[src/rtl/phy_tx_par.sv]
// Multi-lane parallel-to-serial PHY transmitter: comma alignment burst after reset,
// then per-lane data/idle symbols shifted out MSB first on a shared bit-rate clock.
module phy_tx_par #(
    parameter int unsigned     LANES    = 2,
    parameter int unsigned     WIDTH    = 8,
    parameter logic [WIDTH-1:0] COM     = 8'hBC,
    parameter logic [WIDTH-1:0] IDL     = 8'h7C,
    parameter int unsigned     SYNC_COM = 4
) (
    input  logic                   clk_8f,
    input  logic                   reset_L,
    input  logic                   enable,
    input  logic [LANES*WIDTH-1:0] data_in,
    input  logic [LANES-1:0]       valid_in,
    output logic [LANES-1:0]       ready_out,
    output logic [LANES-1:0]       serial_out,
    output logic                   active_out,
    output logic                   word_strobe
);

    localparam int unsigned CW = (WIDTH > 1) ? $clog2(WIDTH) : 1;

    typedef enum logic [1:0] {RST, SYNC, ACTIVE} state_t;

    state_t           state, state_nxt;
    logic [3:0]       sync_cnt, sync_nxt;
    logic [CW-1:0]    bit_cnt;
    logic             last_slot;
    logic             load;
    logic [WIDTH-1:0] sreg [LANES];
    logic [WIDTH-1:0] sym  [LANES];

    // last_slot is a flop mirroring bit_cnt == WIDTH-1; gating with enable keeps
    // strobes low while frozen without decoding the counter combinationally.
    assign load        = enable & reset_L & last_slot;
    assign word_strobe = load;

    always_comb begin
        state_nxt = state;
        sync_nxt  = sync_cnt;
        case (state)
            RST:    if (enable) state_nxt = SYNC;
            SYNC: begin
                if (load) begin
                    sync_nxt = sync_cnt + 4'd1;
                    if (sync_cnt == 4'(SYNC_COM - 1)) state_nxt = ACTIVE;
                end
            end
            ACTIVE: state_nxt = ACTIVE;
            default: state_nxt = RST;
        endcase
    end

    always_comb begin
        for (int unsigned i = 0; i < LANES; i++) begin
            sym[i]        = COM;
            ready_out[i]  = 1'b0;
            serial_out[i] = sreg[i][WIDTH-1];
            if (state == ACTIVE) begin
                sym[i]       = valid_in[i] ? data_in[i*WIDTH +: WIDTH] : IDL;
                ready_out[i] = load;
            end
        end
    end

    always_ff @(posedge clk_8f) begin
        if (!reset_L) begin
            state    <= RST;
            sync_cnt <= '0;
        end else if (enable) begin
            state    <= state_nxt;
            sync_cnt <= sync_nxt;
        end
    end

    always_ff @(posedge clk_8f) begin
        if (!reset_L) begin
            bit_cnt    <= '0;
            last_slot  <= 1'b0;
            active_out <= 1'b0;
            for (int unsigned i = 0; i < LANES; i++) sreg[i] <= '0;
        end else if (enable) begin
            bit_cnt   <= last_slot ? '0 : bit_cnt + 1'b1;
            last_slot <= (bit_cnt == CW'(WIDTH - 2));
            if (load && state == ACTIVE) active_out <= 1'b1;
            for (int unsigned i = 0; i < LANES; i++) begin
                if (load) sreg[i] <= sym[i];
                else      sreg[i] <= {sreg[i][WIDTH-2:0], 1'b0};
            end
        end
    end

endmodule

[config.mk]
export PLATFORM = sky130hd
export DESIGN_NAME = phy_tx_par
export DESIGN_NICKNAME = d
export VERILOG_FILES = /design/src/rtl/phy_tx_par.sv
export SDC_FILE = /design/constraint.sdc
export NUM_CORES = 1
export LEC_CHECK = 0
export CAP_MARGIN = 20
export CELL_PAD_IN_SITES_DETAIL_PLACEMENT = 0
export CELL_PAD_IN_SITES_GLOBAL_PLACEMENT = 1
export CORE_UTILIZATION = 35
export CTS_BUF_LIST = sky130_fd_sc_hd__clkbuf_4 sky130_fd_sc_hd__clkbuf_8
export DETAILED_ROUTE_END_ITERATION = 12
export PLACE_DENSITY = 0.73
export SYNTH_ARGS = -nofsm -noshare
export SYNTH_HDL_FRONTEND = slang
export SYNTH_SLANG_ARGS = --single-unit
[constraint.sdc]
create_clock -name clk_8f -period 2.1 [get_ports clk_8f]
set_input_delay 0.21 -clock clk_8f [delete_from_list [all_inputs] [get_ports clk_8f]]
set_output_delay 0.21 -clock clk_8f [all_outputs]
set_load 0.05 [all_outputs]
; Word-level counts from Yosys, hierarchy flattened
; Memory sizes are Yosys's and may differ from the RTL's.
; Index checks and enable logic that the tools add are counted.
; Widths: inputs -> output; s select.
[word_totals]
mem_bits_rw = 16
register_bits = 11
memories = 1
inputBits = 21
[memory_table]
columns = memory, words, width, rd, rd_clocked_by_memory_dff, write_ports, line
row1 = sreg, 2, 8, 2, 0, 2, 30  ; logic [WIDTH-1:0] sreg [LANES];
[classes]
n_reduce_logical = 5
addsub = 2
bitwise_logic = 6
n_eq_ne = 6
mux = 22
[op_table]
columns = op, n
row1 = $mux 8, 8
row2 = $mux 1, 10
row3 = $pmux 2 s3, 1
row4 = $reduce_and 3->1, 2
row5 = $add 4x1->4 const B, 1
row6 = $eq 4x2->1 const B, 1
row7 = $mux 2, 2
row8 = $ne 2x2->1 const B, 2
row9 = $or 1x1->1, 4
row10 = $add 3x1->3 const B, 1
row11 = $eq 3x3->1 const B, 1
row12 = $mux 3, 1
row13 = $and 1x1->1, 2
row14 = $eq 2x1->1 const B, 1
row15 = $eq 2x2->1 const B, 1
row16 = $logic_not 2->1, 1
row17 = $reduce_and 2->1, 1
row18 = $logic_and 1x1->1, 1

; Logic depth before layout (Yosys ltp)
; Gate-level depths: netlist (run 1).
[logic_depth]
depth_word = 8
ltp_mapped = 5
depth_no_buf = 5

; Worst setup path after synthesis (run 1)
; OpenSTA, ideal clock, no wires.
[synth_timing]
kind = register to output
start = reg state[0]
end = out ready_out[1]
required_ns = 1.890
slack_ns = 0.167
arrival_ns = 1.723
path_stages_with_launch = 6
cell_sequence = dfxtp_1 inv_1 ha_1 nand2_1 nor2_1 buf_4
[synth_between]
elab_chain_cells = 2
[synth_rtl]
columns = item, line
row1 = start: declaration, 25  ; state_t state, state_nxt;
row2 = start signal: assignment, 71  ; state <= state_nxt;
row3 = $eq 2x2->1, -
row4 = $mux 1, -
row5 = end: declaration, 15  ; output logic [LANES-1:0] ready_out,
; No other way between the ends.

; Worst setup path in the final report (run 1)
[layout_timing]
start = reg state[0]
end = out ready_out[0]
[layout_between]
elab_chain_cells = 2
[layout_rtl]
columns = item, line
row1 = $eq 2x2->1, 59  ; if (state == ACTIVE) begin
row2 = $mux 1, 59
; No other way between the ends.

==> key figures, run 1 <==
GRT
  • Largest net degree at the start of global routing: 20
  • Vias in the first global route: between 1,000 and 1,500
  • GRT Util Overall: 14.5%
  • Initial antenna violation count: 0
  • Total congestion overflow: 0
  • First-pass GRT wire length: ~4700 microns

Drt
  • DRT antenna net count: 0
  • Drt first-iter violations: a little under 90
  • Wire per inst: 13.5 microns
  • TritonRoute pass-1 iters: 4
  • Routed wire length: roughly 2900 microns
  • Vias: 1,108
  • DRC Markers: 0
  • Vias per Instance: roughly 5

STA
  • RSZ-0062 raised after global routing: false
  • Setup TNS: 0 ps
  • Slew @ Worst Pin: 489 ps
  • Fin crit share: 87.8%
  • Min Tclk post-route: 1840 ps
  • Final Hold Fails: 0
  • Max Freq: about 540 MHz
  • Max Slew Vio Count: 0
  • Worst Skew: around 8.4 ps
  • Relative slew slack: 67.3%
  • Final setup viols: 0

Worst setup path
  • Reg-to-reg endpoint: sreg[0][5]$_SDFFCE_PP0P_
  • Crit. End Element: output pin
  • R2R depth: 5
  • Critical Path Source Type: flop
  • Setup Crit Path Kind: reg -> out
  • Worst path required time: 1890 ps
  • R2r setup slk: ~620 ps
  • Reg2reg start: state[0]$_SDFFE_PN0P_
  • Worst EP arrival: 1630 ps
  • Crit Path Max Fanout: 5

Synthesis
  • Cell count after synthesis: 144
  • #FFs+latches synth: 27
  • Simple-Gate Fraction of Synth Area: 22.8%
  • Syn nets: 172
  • Synth cell types: 35
  • Seq/Total Area, Yosys: 48.1%
  • Synth top area share: 31.4%
  • Async set-reset flop share out of synthesis: 0%
  • Leading area contributor after synthesis: edfxtp_1
  • Fraction of the mapped netlist area in adder cells: 6.10%
  • Syn avg cell area: 9.97 sq um
  • Synth area leaders: edfxtp_1 31%, dfxtp_1 17%, ha_1 6.1%
  • Yosys Warn Count: 0
  • Mapped Area: 0.00144 sq mm
  • Multiplexer area fraction after synthesis: 2.09%
  • Main combinational cell family by area after synthesis: simple AND/OR/NAND/NOR gates
  • Post-synth EDFFs: 15
  • Top_reg_cell synth: edfxtp_1
  • Compound-gate portion of the synthesized area: 12.7%
  • XOR/XNOR Fraction of Synth Area: 1.22%

Power
  • Worst VDD drop: 0.000197 V
  • Leakage power: 0.670 nW
  • PD cells: 604 mW/mm^2

CTS
  • CTS tree: built
  • Number of cells upsized or downsized after cts: 0
  • Setup bufs post-CTS: 0
  • Clock insertion delay at the later pin of the skew report: 280 ps
  • Clock slew at reported path FFs: 100 ps
  • H-tree Lvls: 1
  • Inserted Clock Buffers: 3
  • Clock sinks: 27
  • Hold Buf Count CTS: 0
  • Root Buffer: clkbuf_8
  • CTS Buffer Depth: 2

Hold path
  • Hold WC Path Type: reg -> reg
  • Worst hold path cell count: 2
  • Hold endpoint: last_slot$_SDFFE_PN0P_
  • Hold path start: bit_cnt[2]$_SDFFE_PN0P_

Cells and area
  • Final nets: 197
  • Syn-to-layout area delta: 25.5%
  • Layout cells sized above 1: 10.1%
  • Antenna diodes: 0
  • Fin util: between 40% and 50%

Run
  • Max-Cap Viols: 0

Place
  • GP Congestion: about 0.7
  • Post-DP HPWL: 2140 microns
  • Input/output buffers: 26

Run status
  • Status: finished, final reports clean

Floorplanning
  • Num rows: 22
  • Core Box Area: 0.00380 sq mm
  • Ports: 27
  • Initial Util: between 30 and 40%
  • Die ar.: 0.00436 sq mm
  • Die width: 66.1 microns
  • DIE HEIGHT: 66.1 microns
cells by family (layout without fill, tap and decap cells):
| group | after synthesis | after routing |
|---|---|---|
| AOI/OAI and AO/OA | 27 | 27 |
| DFF | 27 | 27 |
| muxes | 3 | 3 |
| and+or+nand+nor | 60 | 60 |
| xor gates and xnor gates | 2 | 2 |
| buffers and inverters | 18 | 42 |
| adders and majority gates | 7 | 7 |
layer usage:
| layer | up-vias | track usage, % | wire length (microns) |
|---|---|---|---|
| li1 | 559 | - | - |
| met1 | 526 | 18.3 | 1380 |
| met2 | 18 | 23.3 | 1380 |
| met3 | 5 | 2.41 | 97 |
| met4 | 0 | 8.24 | 54 |
| met5 | - | 0 | 0 |
cell usage after synthesis (all sizes together) (3+ instances only):
cell type  number
nor2           21
edfxtp         15
dfxtp          12
buf            11
a211oi          8
ha              7
a21oi           6
inv             6
nand2           6
nand2b          6
nor2b           6
nand3           5
nand4           5
o211ai          4
a31oi           3
mux2i           3
flip-flops by register name, summed over array words and instances, names as in the netlist:
name / flops
active_out: 1
bit_cnt: 3
last_slot: 1
sreg: 16
state: 2
sync_cnt: 4
power by group:
| group | switching [mW] | leakage [nW] | internal (mW) | total [mW] |
|---|---|---|---|---|
| combinational | 0.0956 | 0.380 | 0.0860 | 0.182 |
| sequential | 0.0173 | 0.264 | 0.586 | 0.603 |
| clock | 0.171 | 0.0255 | 0.133 | 0.305 |
| total | 0.284 | 0.670 | 0.805 | 1.09 |
critical path: stages, from the launching register on:
cell and delay [ps]:
dfxtp_1 350, inv_1 110, ha_1 300, nand2_1 160
nor2_2 250, buf_12 180
worst max path at each step:
stage                           from           end  slack (ps)
3_5_place_dp                  enable  ready_out[0]         330
2_1_floorplan  state[0]$_SDFFE_PN0P_  ready_out[1]         170
3_3_place_gp                  enable  ready_out[1]         370
5_1_grt        state[0]$_SDFFE_PN0P_  ready_out[1]         130
6_report       state[0]$_SDFFE_PN0P_  ready_out[0]         260
4_1_cts        state[0]$_SDFFE_PN0P_  ready_out[0]         130
through the flow:
| stage | total power [mW] | cell area (sq um) | std cells | hold slack (ps) | setup WS, ps |
|---|---|---|---|---|---|
| after global routing | 1.15 | 1800 | 216 | 537 | 134 |
| after detailed placement | 0.795 | 1750 | 212 | 483 | 328 |
| after global placement | 0.786 | 1750 | 212 | 468 | 374 |
| after floorplan | 0.717 | 1440 | 144 | 452 | 167 |
| after CTS | 1.10 | 1800 | 216 | 501 | 132 |
| final | 1.09 | 1800 | 216 | 495 | 255 |
layout by cell type (no fill, tap or decap), types with 3 or more instances in the layout:
| cell type | n |
|---|---|
| nand2_1 | 5 |
| nand3_1 | 4 |
| o211ai_1 | 4 |
| ha_1 | 7 |
| a31oi_1 | 3 |
| inv_1 | 6 |
| nand4_1 | 5 |
| clkdlybuf4s50_1 | 23 |
| a21oi_1 | 6 |
| dfxtp_1 | 12 |
| nand2b_1 | 6 |
| clkbuf_8 | 3 |
| buf_12 | 3 |
| edfxtp_1 | 15 |
| mux2i_1 | 3 |
| nor2_1 | 20 |
| a211oi_1 | 8 |
| buf_4 | 6 |
| nor2b_1 | 6 |
cell type report:
type | instances | area (sq um)
clock inverter | 1 | 5.00
timing repair buffer | 32 | 335
sequential | 27 | 691
tap | 48 | 60.1
inverter | 6 | 22.5
clock buffer | 3 | 41.3
fill | 363 | 2000
multi-input combinational | 99 | 648
Power figures use the tool's default switching activity.
==> inputs of run 2 (changes only) <==
- CORE_UTILIZATION: 35 -> 44
- PLACE_DENSITY: 0.73 -> 0.88
- RECOVER_POWER: unset -> 100
==> run 2 against run 1 <==
Effect of this change: count of clock-buffer cells in the layout grew 1; critical path depth did not move; final cell count down 1.9%; flip-flop and latch count did not move; largest power group unchanged; highest routed layer unchanged.
==> key figures, run 2 (synthesized netlist as in run 1, its figures left out) <==
Place
  • GP Congestion: 0.782 (+9.6%)
  • Post-DP HPWL: 2070 microns (-3.0%)
  • Placement Setup Slack: 340 ps (+12.0 ps)
  • Input/output buffers: 26 (unchanged)

Cells and area
  • Most common cell after layout, fill and taps aside: nor2_1
  • Antenna diodes: 0 (unchanged)
  • Max reg flops: 16 (unchanged)
  • Fin util: 56.7% (+9.2 points)
  • Layout cells sized above 1: 7.14% (-3.0 points)
  • Top flop regs: sreg (16), sync_cnt (4), bit_cnt (3)
  • Final nets: 197 (unchanged)
  • Largest Register: sreg
  • Commonest non-fill, non-tap cells in the layout: 20 x nor2_1, 18 x clkdlybuf4s50_1, 15 x edfxtp_1
  • Syn-to-layout area delta: 21.5%

CTS
  • Hold Buf Count CTS: 0 (unchanged)
  • Clock slew at reported path FFs: 140 ps (+40 ps)
  • Root Buffer: clkbuf_4
  • Inserted Clock Buffers: 3 (unchanged)
  • CTS tree: built
  • Clock insertion delay at the later pin of the skew report: 340 ps (+60 ps)
  • Clock sinks: 27 (unchanged)
  • H-tree Lvls: 1 (unchanged)
  • CTS Buffer Depth: 2 (unchanged)

STA
  • Worst Skew: 9.25 ps (+0.859 ps)
  • Final setup viols: 0 (unchanged)
  • Final WS setup: 208 ps (-47.2 ps)
  • Setup TNS: 0 ps (unchanged)
  • Final Hold Fails: 0 (unchanged)
  • Max Slew Vio Count: 0 (unchanged)
  • Fin crit share: 90.1% (+2.2 points)
  • Max Freq: 529 MHz (-2.5%)
  • Slew @ Worst Pin: 892 ps (+403 ps)
  • RSZ-0062 raised after global routing: false
  • Min Tclk post-route: 1890 ps (+47.2 ps)
  • Relative slew slack: 40.6% (-27 points)

Drt
  • Routed wire length: 2840 microns (-2.7%)
  • Met3 wire len: 95 microns (-2.1%)
  • Vias per Instance: 5.25 (+2.4%)
  • Vias: 1,114 (+0.54%)
  • Drt first-iter violations: 42 (-53%)
  • Wire per inst: 13.4 microns (-0.87%)
  • DRC Markers: 0 (unchanged)
  • M1 wire length: 1310 microns (-5.1%)
  • DRT antenna net count: 0 (unchanged)
  • Met2 Routed Length: 1370 microns (-0.65%)
  • Max layer used: met4
  • TritonRoute pass-1 iters: 4 (unchanged)

Floorplanning
  • Num rows: 20 (-9.1%)
  • Die ar.: 0.00350 sq mm (-20%)
  • DIE HEIGHT: 59.1 microns (-10%)
  • Initial Util: 46.7% (+8.9 points)
  • Core Box Area: 0.00308 sq mm (-19%)
  • Die width: 59.1 microns (-10%)
  • Ports: 27 (unchanged)

Power
  • PD cells: 586 mW/mm^2 (-3.0%)
  • Total power: 1.02 mW (-6.1%)
  • Leakage power: 0.653 nW (-2.4%)
  • Worst VDD drop: 0.000224 V (+13%)

GRT
  • First-pass GRT wire length: 4830 microns (+2.0%)
  • Total congestion overflow: 0 (unchanged)
  • Vias in the first global route: 1,089 (+4.3%)
  • GRT Util Overall: 18.6% (+4.1 points)
  • Largest net degree at the start of global routing: 29 (+45%)
  • Initial antenna violation count: 0 (unchanged)

Hold path
  • Hold WC Path Type: reg -> reg

Run
  • Max-Cap Viols: 0 (unchanged)

Worst setup path
  • Setup Crit Path Kind: reg -> out
  • Crit Path Max Fanout: 5 (unchanged)
  • Worst EP arrival: 1680 ps (+50 ps)
  • Worst path required time: 1890 ps (about the same)
  • Critical Path Source Type: flop
  • Crit. End Element: output pin

Run status
  • Status: finished, final reports clean
-- run 2: path summary, 6_finish.rpt --
path                                  from                  endpoint  slack (ps)  cells after the start
setup / recovery     state[0]$_SDFFE_PN0P_              ready_out[1]         210                      5
setup reg to reg     state[1]$_SDFFE_PN0P_  sync_cnt[3]$_SDFFE_PN0P_         580                      5
hold / removal    sync_cnt[3]$_SDFFE_PN0P_  sync_cnt[3]$_SDFFE_PN0P_         510                      2
hold reg to reg   sync_cnt[3]$_SDFFE_PN0P_  sync_cnt[3]$_SDFFE_PN0P_         510                      2
-- run 2: critical path: stages (launching register included) --
cell and delay, ps:
dfxtp_1 360, inv_1 110, ha_1 290, nand2_1 160, nor2_2 240, buf_12 180
-- run 2: layout make-up --
cell class              instances  area [sq um]
multi-input cells              99           641
well taps                      44          55.1
flip-flops and latches         27           691
repair buffers                 32           307
clock buffers                   4          30.0
inverters                       6          22.5
fillers                       297          1330
-- run 2: power by group --
part           internal, mW  total, mW  switching, mW
combinational        0.0808      0.174         0.0930
clock                0.0877      0.247          0.159
sequential            0.586      0.603         0.0164
total                 0.755       1.02          0.268
-- run 2: stage by stage --
stage	std cells	area, sq um	hold slack [ps]
floorplan	144	1440	452
global placement	208	1750	462
detailed placement	208	1750	480
CTS	212	1780	499
global route	212	1750	538
finish	212	1750	507
-- run 2: per-layer routing --
layer / vias to the layer above / global-route usage, %
li1: 561 / -
met2: 22 / 31.2
met1: 526 / 23.5
met5: - / 0
met3: 5 / 2.62
met4: 0 / 9.18
-- run 2: repair_timing --
action                                  CTS  global route
endpoints found under the setup margin    0             2
gates resized for setup                   0             1
setup buffers                             0             0
